File: src/rtl/pong_pkg.sv
// Shared types and default geometry for the pong ball controller.
package pong_pkg;

  typedef enum logic [1:0] {
    ST_IDLE  = 2'd0,
    ST_SERVE = 2'd1,
    ST_PLAY  = 2'd2,
    ST_OVER  = 2'd3
  } state_e;

  localparam logic [2:0] WIN_NONE = 3'd0;
  localparam logic [2:0] WIN_P1   = 3'd1;
  localparam logic [2:0] WIN_P2   = 3'd2;

  localparam int DEF_XINIT        = 320;
  localparam int DEF_YINIT        = 240;
  localparam int DEF_XLIM         = 628;
  localparam int DEF_YLIM         = 463;
  localparam int DEF_P1_X         = 80;
  localparam int DEF_P2_X         = 560;
  localparam int DEF_PAD_HW       = 25;
  localparam int DEF_PAD_HH       = 33;
  localparam int DEF_SERVE_FRAMES = 60;
  localparam int DEF_WIN_SCORE    = 3;

endpackage

File: src/rtl/frame_tick_gen.sv
// Turns the level screenEnd marker into a one-cycle frame tick on its rising edge.
module frame_tick_gen (
  input  logic clock_i,
  input  logic reset_i,
  input  logic screen_end_i,
  output logic tick_o
);

  logic se_q;

  always_ff @(posedge clock_i or posedge reset_i) begin
    if (reset_i) se_q <= 1'b0;
    else         se_q <= screen_end_i;
  end

  assign tick_o = screen_end_i & ~se_q;

endmodule

File: src/rtl/ball_motion_ctrl.sv
// Pong ball motion, paddle/wall bounce, scoring and serve sequencing.
// Optional BALL_SPEEDUP_EN: ball step grows by one per paddle hit (max 4).
//   state    | meaning
//   ST_IDLE  | power-up, ball parked, waiting for start
//   ST_SERVE | ball parked, counting serve frames
//   ST_PLAY  | ball moves once per frame tick
//   ST_OVER  | match won, winner held until start
module ball_motion_ctrl
  import pong_pkg::*;
#(
  parameter int XINIT        = DEF_XINIT,
  parameter int YINIT        = DEF_YINIT,
  parameter int XLIM         = DEF_XLIM,
  parameter int YLIM         = DEF_YLIM,
  parameter int P1_X         = DEF_P1_X,
  parameter int P2_X         = DEF_P2_X,
  parameter int PAD_HW       = DEF_PAD_HW,
  parameter int PAD_HH       = DEF_PAD_HH,
  parameter int SERVE_FRAMES = DEF_SERVE_FRAMES,
  parameter int WIN_SCORE    = DEF_WIN_SCORE
) (
  input  logic       clock,
  input  logic       reset,
  input  logic       screenEnd,
  input  logic       start,
  input  logic [8:0] p1_y,
  input  logic [8:0] p2_y,
  output logic [9:0] ball_x,
  output logic [8:0] ball_y,
  output logic [2:0] winner,
  output logic       serving
);

  localparam int P1_LO_I = P1_X - PAD_HW;
  localparam int P1_HI_I = P1_X + PAD_HW;
  localparam int P2_LO_I = P2_X - PAD_HW;
  localparam int P2_HI_I = P2_X + PAD_HW;
  localparam int SERVE_LAST_I = SERVE_FRAMES - 1;

  localparam logic signed [11:0] XLIM_S = XLIM[11:0];
  localparam logic signed [11:0] YLIM_S = YLIM[11:0];
  localparam logic signed [11:0] HH_S   = PAD_HH[11:0];
  localparam logic signed [11:0] P1_LO  = P1_LO_I[11:0];
  localparam logic signed [11:0] P1_HI  = P1_HI_I[11:0];
  localparam logic signed [11:0] P2_LO  = P2_LO_I[11:0];
  localparam logic signed [11:0] P2_HI  = P2_HI_I[11:0];
  localparam logic [15:0] SERVE_LAST    = SERVE_LAST_I[15:0];
  localparam logic [3:0]  WIN_S         = WIN_SCORE[3:0];
  localparam logic [9:0]  X0            = XINIT[9:0];
  localparam logic [8:0]  Y0            = YINIT[8:0];

  state_e      state_q, state_d;
  logic [9:0]  x_q, x_d;
  logic [8:0]  y_q, y_d;
  logic        xdir_q, xdir_d;  // 1 = moving right
  logic        ydir_q, ydir_d;  // 1 = moving down
  logic [3:0]  s1_q, s1_d, s2_q, s2_d;
  logic [2:0]  win_q, win_d;
  logic [15:0] cnt_q, cnt_d;
  logic        serving_q;
  logic        tick, hit, serve_load;
  logic [2:0]  step;
  logic signed [11:0] stp, nx, ny, py1, py2;
  logic        p1_hit, p2_hit;

  frame_tick_gen u_tick (
    .clock_i      (clock),
    .reset_i      (reset),
    .screen_end_i (screenEnd),
    .tick_o       (tick)
  );

  assign stp = $signed({9'b0, step});
  assign nx  = $signed({2'b00, x_q}) + (xdir_q ? stp : -stp);
  assign ny  = $signed({3'b000, y_q}) + (ydir_q ? stp : -stp);
  assign py1 = $signed({3'b000, p1_y});
  assign py2 = $signed({3'b000, p2_y});
  assign p1_hit = (nx >= P1_LO) && (nx <= P1_HI) && (ny >= py1 - HH_S) && (ny <= py1 + HH_S);
  assign p2_hit = (nx >= P2_LO) && (nx <= P2_HI) && (ny >= py2 - HH_S) && (ny <= py2 + HH_S);

  always_comb begin
    state_d    = state_q;
    x_d        = x_q;
    y_d        = y_q;
    xdir_d     = xdir_q;
    ydir_d     = ydir_q;
    s1_d       = s1_q;
    s2_d       = s2_q;
    win_d      = win_q;
    cnt_d      = cnt_q;
    hit        = 1'b0;
    serve_load = 1'b0;
    case (state_q)
      ST_IDLE, ST_OVER: begin
        if (start) begin
          state_d    = ST_SERVE;
          s1_d       = '0;
          s2_d       = '0;
          win_d      = WIN_NONE;
          xdir_d     = 1'b1;
          ydir_d     = 1'b0;
          cnt_d      = '0;
          serve_load = 1'b1;
        end
      end
      ST_SERVE: begin
        if (tick) begin
          if (cnt_q == SERVE_LAST) state_d = ST_PLAY;
          else                     cnt_d   = cnt_q + 16'd1;
        end
      end
      ST_PLAY: begin
        if (tick) begin
          if ((!xdir_q && nx <= 12'sd0) || (xdir_q && nx >= XLIM_S)) begin
            // xdir is left as is: it already points at the player who was scored on
            if (xdir_q) s1_d = s1_q + 4'd1;
            else        s2_d = s2_q + 4'd1;
            x_d        = X0;
            y_d        = Y0;
            ydir_d     = 1'b0;
            cnt_d      = '0;
            serve_load = 1'b1;
            if (xdir_q && s1_d == WIN_S) begin
              state_d = ST_OVER;
              win_d   = WIN_P1;
            end else if (!xdir_q && s2_d == WIN_S) begin
              state_d = ST_OVER;
              win_d   = WIN_P2;
            end else begin
              state_d = ST_SERVE;
            end
          end else begin
            if ((!xdir_q && p1_hit) || (xdir_q && p2_hit)) begin
              hit    = 1'b1;
              xdir_d = ~xdir_q;
            end else if (nx < 12'sd0) begin
              x_d = '0;
            end else if (nx > XLIM_S) begin
              x_d = XLIM[9:0];
            end else begin
              x_d = nx[9:0];
            end
            if (ny <= 12'sd0) begin
              y_d    = '0;
              ydir_d = ~ydir_q;
            end else if (ny >= YLIM_S) begin
              y_d    = YLIM[8:0];
              ydir_d = ~ydir_q;
            end else begin
              y_d = ny[8:0];
            end
          end
        end
      end
      default: state_d = ST_IDLE;
    endcase
  end

  always_ff @(posedge clock or posedge reset) begin
    if (reset) begin
      state_q   <= ST_IDLE;
      x_q       <= X0;
      y_q       <= Y0;
      xdir_q    <= 1'b1;
      ydir_q    <= 1'b0;
      s1_q      <= '0;
      s2_q      <= '0;
      win_q     <= WIN_NONE;
      cnt_q     <= '0;
      serving_q <= 1'b0;
    end else begin
      state_q   <= state_d;
      x_q       <= x_d;
      y_q       <= y_d;
      xdir_q    <= xdir_d;
      ydir_q    <= ydir_d;
      s1_q      <= s1_d;
      s2_q      <= s2_d;
      win_q     <= win_d;
      cnt_q     <= cnt_d;
      serving_q <= (state_d == ST_SERVE);
    end
  end

`ifdef BALL_SPEEDUP_EN
  logic [2:0] step_q, step_d;

  always_comb begin
    step_d = step_q;
    if (serve_load)                   step_d = 3'd1;
    else if (hit && step_q != 3'd4)   step_d = step_q + 3'd1;
  end

  always_ff @(posedge clock or posedge reset) begin
    if (reset) step_q <= 3'd1;
    else       step_q <= step_d;
  end

  assign step = step_q;
`else
  logic unused_speed;
  assign unused_speed = hit ^ serve_load;
  assign step = 3'd1;
`endif

  assign ball_x  = x_q;
  assign ball_y  = y_q;
  assign winner  = win_q;
  assign serving = serving_q;

endmodule
File: config.mk
export PLATFORM = sky130hd
export DESIGN_NAME = ball_motion_ctrl
export DESIGN_NICKNAME = d
export VERILOG_FILES = /design/src/rtl/pong_pkg.sv /design/src/rtl/frame_tick_gen.sv /design/src/rtl/ball_motion_ctrl.sv
export SDC_FILE = /design/constraint.sdc
export NUM_CORES = 1
export LEC_CHECK = 0
export ABC_CLOCK_PERIOD_IN_PS = 9700
export BUFFER_PORTS_ARGS = -buffer_cell sky130_fd_sc_hd__buf_2
export CAP_MARGIN = 20
export CORE_ASPECT_RATIO = 0.8
export CORE_MARGIN = 4
export CORE_UTILIZATION = 45
export DETAILED_ROUTE_END_ITERATION = 10
export GPL_ROUTABILITY_DRIVEN = 0
export GPL_TIMING_DRIVEN = 0
export PLACE_DENSITY = 0.73
export SYNTH_ARGS = -nofsm -noshare
export SYNTH_HDL_FRONTEND = slang
export SYNTH_SLANG_ARGS = --single-unit
File: constraint.sdc
create_clock -name clock -period 9.7 [get_ports clock]
set_input_delay 1.94 -clock clock [delete_from_list [all_inputs] [get_ports clock]]
set_output_delay 1.94 -clock clock [all_outputs]
set_load 0.05 [all_outputs]
Word level (Yosys, flattened, before mapping)
Cells that the tools add are included.

Logic and storage cells: 135. Input port bits: 22. Bits in registers: 52.

Magnitude comparators: 14. Add/subtract/negate cells: 9. Reductions and logical operators: 25. Mux-type cells: 55. Equality and inequality tests: 17. Bitwise gates (word level): 4.

Operator list (count): 2-to-1 mux 16 bit (5); 2-to-1 mux 4 bit (13); one-hot mux 16 bit (3 select lines) (1); 2-to-1 mux 10 bit (4); 2-to-1 mux 9 bit (3); greater-or-equal comparator 12 x 10 -> 1 bit (2); greater-or-equal comparator 12 x 11 -> 1 bit, second input constant (2); less-or-equal comparator 12 x 1 -> 1 bit, second input constant (2); less-or-equal comparator 12 x 11 -> 1 bit (2); 2-to-1 mux 12 bit (2); adder 9 x 6 -> 10 bit, second input constant (2); subtractor 9 x 6 -> 10 bit, second input constant (2); adder 16 x 1 -> 16 bit, second input constant (1); equality test 16 x 6 -> 1 bit, second input constant (1); inequality test 2 bit, second input constant (8); one-hot mux 4 bit (2 select lines) (2); 2-to-1 mux 3 bit (5); AND reduction 5 bit (3); 2-to-1 mux 2 bit (7); adder 10 x 12 -> 12 bit (1); adder 11 x 12 -> 12 bit (1); greater-or-equal comparator 12 x 10 -> 1 bit, second input constant (1); greater-or-equal comparator 12 x 7 -> 1 bit, second input constant (1); greater-than comparator 12 x 11 -> 1 bit, second input constant (1); 24 further kinds (52).

Longest topological paths before layout
Depth after elaboration: 16. Depth in mapped cells: 21. Depth with buffers taken out: 20.

Cells and area by module
From an unflattened synthesis, not the netlist that was laid out.

Cell total of the unflattened synthesis: 726. Area, all modules: 5964.5 µm².

By module, submodules not included: ball_motion_ctrl (cells each 723, area an instance 5921.9 µm², sequential area each 1260.0 µm², times used 1); frame_tick_gen (cells each 3, area an instance 42.5 µm², sequential area each 25.0 µm², times used 1).

Least setup slack after synthesis
OpenSTA, ideal clock, no wires.

Path kind: input to register. From: in p2_y[2]. To: reg x_q[0] (netlist: ball_x[0]). Library setup time: 0.125 ns. Buffers on the path: 1. Cell stages on the path: 15. Data arrival time: 4.955 ns. Slack: 4.620 ns. Data required time: 9.575 ns. Cell sequence: clkbuf_1 > nor2_1 > nand3_1 > o21a_1 > or2_2 > ha_1 > a21oi_1 > nor2_1 > a2111oi_0 > a21oi_1 > a2111oi_0 > nor4_1 > a22oi_2 > nand3_4 > mux2_2.

Longest elaborated chain between the ends: 8. Elaborated cells between the ends (all ways): 10. Those cells by class: add/sub (2); order compare (2); eq/ne (1); reduce/logical (5).

Ends and longest elaborated chain: from (decl) (RTL line ball_motion_ctrl.sv:27) `input logic [8:0] p2_y,`; subtractor 9 x 6 -> 10 bit (RTL line ball_motion_ctrl.sv:79) `assign p2_hit = (nx >= P2_LO) && (nx <= P2_HI) && (ny >= py2 - HH_S) && (ny <= py2 + HH_S);`; greater-or-equal comparator 12 x 10 -> 1 bit (RTL line ball_motion_ctrl.sv:79); logical AND 1 bit (RTL line ball_motion_ctrl.sv:79); logical AND 1 bit * (RTL line ball_motion_ctrl.sv:79); logical AND 1 bit * (RTL line ball_motion_ctrl.sv:133) `if ((!xdir_q && p1_hit) || (xdir_q && p2_hit)) begin`; logical OR 1 bit * (RTL line ball_motion_ctrl.sv:133); inequality test 2 bit (no source line) *; AND reduction 3 bit (no source line) *; to (signal assigned) (RTL line ball_motion_ctrl.sv:162) `x_q <= X0;`; to (signal assigned) (RTL line ball_motion_ctrl.sv:173) `x_q <= x_d;`; to (decl) (RTL line ball_motion_ctrl.sv:53) `logic [9:0] x_q, x_d;`.

Mark *: on every way between the ends. The rest lies on a longest branch, timed or not. A chain may end at the register's enable or synchronous reset.

Worst setup path after layout
From: reg ydir_q. To: reg x_q[7] (netlist: ball_x[7]).

Longest elaborated chain between the ends: 9. Elaborated cells between the ends (all ways): 15. Those cells by class: add/sub (1); order compare (4); eq/ne (1); mux (1); reduce/logical (8).

Ends and longest elaborated chain: from (decl) (RTL line ball_motion_ctrl.sv:56) `logic ydir_q, ydir_d;`; from (signal assigned) (RTL line ball_motion_ctrl.sv:176) `ydir_q <= ydir_d;`; 2-to-1 mux 12 bit * (RTL line ball_motion_ctrl.sv:75) `assign ny = $signed({3'b000, y_q}) + (ydir_q ? stp : -stp);`; adder 10 x 12 -> 12 bit * (RTL line ball_motion_ctrl.sv:75); greater-or-equal comparator 12 x 10 -> 1 bit, on equally long branches (RTL line ball_motion_ctrl.sv:78, ball_motion_ctrl.sv:79); logical AND 1 bit, on equally long branches (2 in series) (RTL line ball_motion_ctrl.sv:78, ball_motion_ctrl.sv:79); logical AND 1 bit (RTL line ball_motion_ctrl.sv:133); logical OR 1 bit * (RTL line ball_motion_ctrl.sv:133); inequality test 2 bit (no source line) *; AND reduction 3 bit (no source line) *.

Marked as above.

==> flow_summary_export.csv <==
group,metric,value,unit
routing,vias_per_cell,5.83,
synth,yosysWarnings,0,
pwr,sw_frac_of_total,0.542,
pwr,sequentialPowerShare,0.138,
worst_setup_path,slowest_delay,0.46,ns
die,initial_core_util,0.470,
synth,ys_seq_area_frac,0.220,
routing,drtIter0Drc,435,
pwr,ir_worst_vdd,0.191,mV
die,die_w,135,um
worst_setup_path,worstPathArrival,6.08,ns
placement,io_buffers,35,
clock_tree,post_cts_buffers,0,
final_layout,area.growth.synth_to_final,9.61,%
synth,ys_types,75,
routing,wire_per_inst,15.1,um
final_layout,n_fill_cell,1200,
pwr,p_per_area,330,mW/mm^2
synth,synthArstFlopShare,1.00,
global_routing,grt_max_degree,41,
placement,dp_hpwl,10900,um
clock_tree,clock_latency,0.30,ns
final_layout,drive_above_1_share,0.119,
final_layout,antennaDiodeCount,0,
timing,finalCriticalPeriod,5.90,ns
synth,yosysTopAreaCellShare,0.188,
timing,worst_slew_pin_slew,1.10,ns
timing,max_freq,170,MHz
routing,drc_errors,0,
pwr,power.switching,1.15,mW
global_routing,grt_overflow_total,0,
global_routing,grt_usage,0.192,
synth,ys.flop_type,"dfrtp_1",
pwr,pwr-share-clk,0.088,
synth,synth-edff-count,0,
clock_tree,ctsResizeCount,0,
timing,setup_violations,0,
run,cap_viol_max_count,0,
clock_tree,cts.root.buffer_cell,"clkbuf_16",
worst_setup_path,crit_buf_inv,4,
worst_setup_path,cp_top_family,"compound AO/OA/AOI/OAI gates",
timing,fin_crit_sh,0.608,
worst_hold_path,hold_path.class,"reg -> reg",
timing,rsz0062_at_grt,"false",
placement,dp_slack,3.86,ns
synth,syn_avg_cell_area,8.20,sq um
clock_tree,tritoncts.num_buffers,5,
worst_setup_path,cp-start-kind,"flip-flop",
timing,fin_ws,3.80,ns
worst_setup_path,worstSetupPathType,"reg -> reg",
die,die_area,0.0149,sq mm
worst_setup_path,r2r-start,"ydir_q",
pwr,fin_total_pwr,2.12,mW
synth,ys_ff_latch,51,
routing,first_pass_iters,5,
clock_tree,cts.clk_slew.worst_paths,0.07,ns
synth,syn_area,0.00585,sq mm
worst_setup_path,path_common_cell,"a21o_1",
timing,skew,0.00674,ns
synth,yosys-top-cells-area,"dfrtp_1, ha_1, o21ai_0",
routing,vias,5406,
die,core-area,0.0124,sq mm
synth,synth_nets,808,
clock_tree,ctsHoldBuffers,0,
routing,wirelength,14000,um
routing,ant_nets,0,
die,fp-row-count,36,
worst_setup_path,r2r_slack,3.80,ns
pwr,cellLeakagePower,2.97,nW
timing,slew_violations,0,
worst_hold_path,min-delay-start,"ball_x[6]",
timing,max-slew-margin-rel,0.264,
clock_tree,clockBufferDepth,2,
die,io_pins,45,
pwr,internal-power,969,uW
synth,syn_inst,713,
timing,tns,0,ns
timing,finalHoldViolCount,0,
clock_tree,clock_sinks,51,
worst_setup_path,worstPathRequired,9.88,ns
global_routing,grt_pass1_wl,23800,um
clock_tree,cts_max_level,2,
worst_setup_path,crit_fanout,13,
global_routing,antenna_found_initial,0,
worst_setup_path,end_kind,"flip-flop",
worst_setup_path,cp_slowest_cell,"a2111oi_0",
pwr,pwr-share-comb,0.774,
final_layout,nets,851,
synth,synth_area_leader_cell,"dfrtp_1",
clock_tree,cts_tree,"done",
worst_setup_path,cp_cell_sequence,"clkbuf_1, inv_1, ha_1, clkbuf_1, a21o_1, nand3b_1, a21o_1, a21o_1, xnor2_1, inv_1, ha_1, nand2_1, nor2_1, a2111oi_0, a21oi_1, a2111oi_0, nor4_1, a22oi_2, nand3_4, mux2_2",
worst_setup_path,worstSetupStartpoint,"ydir_q",
die,die_h,110,um
global_routing,grt_pass1_vias,4959,
outcome,status,"finished clean",
## power groups by stage
stage	clock, mW	combinational [mW]	sequential (mW)
6_report	0.186	1.64	0.292
4_1_cts	0.191	1.63	0.292
2_1_floorplan	0	1.16	0.390
5_1_grt	0.198	1.87	0.298
3_5_place_dp	0	1.61	0.296
3_3_place_gp	0	1.59	0.295
## per-layer routing
layer | global-route usage | part of all wire
met1 | 0.298 | 0.53
met2 | 0.281 | 0.41
met3 | 0.0293 | 0.052
met4 | 0.0388 | 0.0093
met5 | 0 | 0
## state kept, by name, summed over array words and instances, names as in the netlist, 2 cells and up
| signal | count |
|---|---|
| cnt_q | 16 |
| ball_x | 10 |
| ball_y | 9 |
| s1_q | 4 |
| s2_q | 4 |
| state_q | 2 |
| winner | 2 |
## per-stage QoR
step	hold WS, ns	instance area [sq um]	cells	util
after CTS	0.484	6410	928	0.515
after global routing	0.503	6410	928	0.515
after floorplan	0.438	5850	713	-
after detailed placement	0.470	6260	920	0.503
after global placement	0.469	6240	919	0.502
final	0.479	6410	928	0.515
## worst paths after layout
| kind | to | cells past startpoint |
|---|---|---|
| min reg2reg | ball_x[6] | 2 |
| max reg2reg | ball_x[7] | 20 |
| max in group asynchronous | ball_y[7] | 3 |
| max | ball_x[7] | 20 |
| min | ball_x[6] | 2 |
| min in group asynchronous | ball_x[4] | 2 |
## logic make-up (layout without fill, tap and decap cells)
family,after synthesis,count (layout),share of synthesized area
adders and majority gates,73,73,0.159
buffers and inverters,68,112,0.0501
DFF,51,51,0.220
and+or+nand+nor,248,248,0.219
muxes,15,15,0.0274
xor gates and xnor gates,45,45,0.0674
other,1,1,0.000641
AOI/OAI and AO/OA,212,212,0.257
## Yosys cell counts (4+ instances only)
cell / count
nor4_1: 10
or2_2: 7
a22o_1: 9
and2_1: 10
a31oi_1: 6
inv_1: 40
a21o_1: 19
mux2i_1: 7
xor2_1: 20
o31ai_1: 10
buf_4: 4
a21oi_1: 38
nor2_1: 51
nor2b_1: 13
nand2b_1: 15
nand2_1: 55
dfrtp_1: 44
o21ai_0: 53
xnor2_1: 25
o21a_1: 8
and3_1: 14
nand4_1: 4
o211ai_1: 6
o2111ai_1: 6
a211oi_1: 7
clkbuf_1: 21
nor3_1: 15
a221oi_1: 4
dfstp_2: 7
ha_1: 71
mux2_2: 8
nand3_1: 32
## placed cells by master, fill, tap and decap left out, drive strengths merged, types with 13 or more instances in the layout
| master | n |
|---|---|
| xnor2 | 25 |
| o21ai | 56 |
| nand3 | 33 |
| xor2 | 20 |
| ha | 71 |
| a21o | 19 |
| nand2b | 15 |
| nor3 | 15 |
| and3 | 14 |
| buf | 43 |
| dfrtp | 44 |
| inv | 41 |
| nor2b | 13 |
| nand2 | 55 |
| nor2 | 51 |
| clkbuf | 26 |
| a21oi | 38 |
## cell type report
type                       count  area [sq um]  share of cell area
buffer                        28           143              0.0223
clock buffer                   5           125              0.0195
clock inverter                 3          27.5             0.00430
inverter                      40           150              0.0234
multi-input combinational    594          4270               0.666
sequential                    51          1280               0.201
tap                          171           214              0.0334
timing repair buffer          36           195              0.0305
## worst min-delay path, cell delays in order, from the launching register on
cell,delay [ns]
dfstp_2,0.38
inv_1,0.04
mux2i_1,0.06
Note: power is estimated with default switching activity, not from simulation.
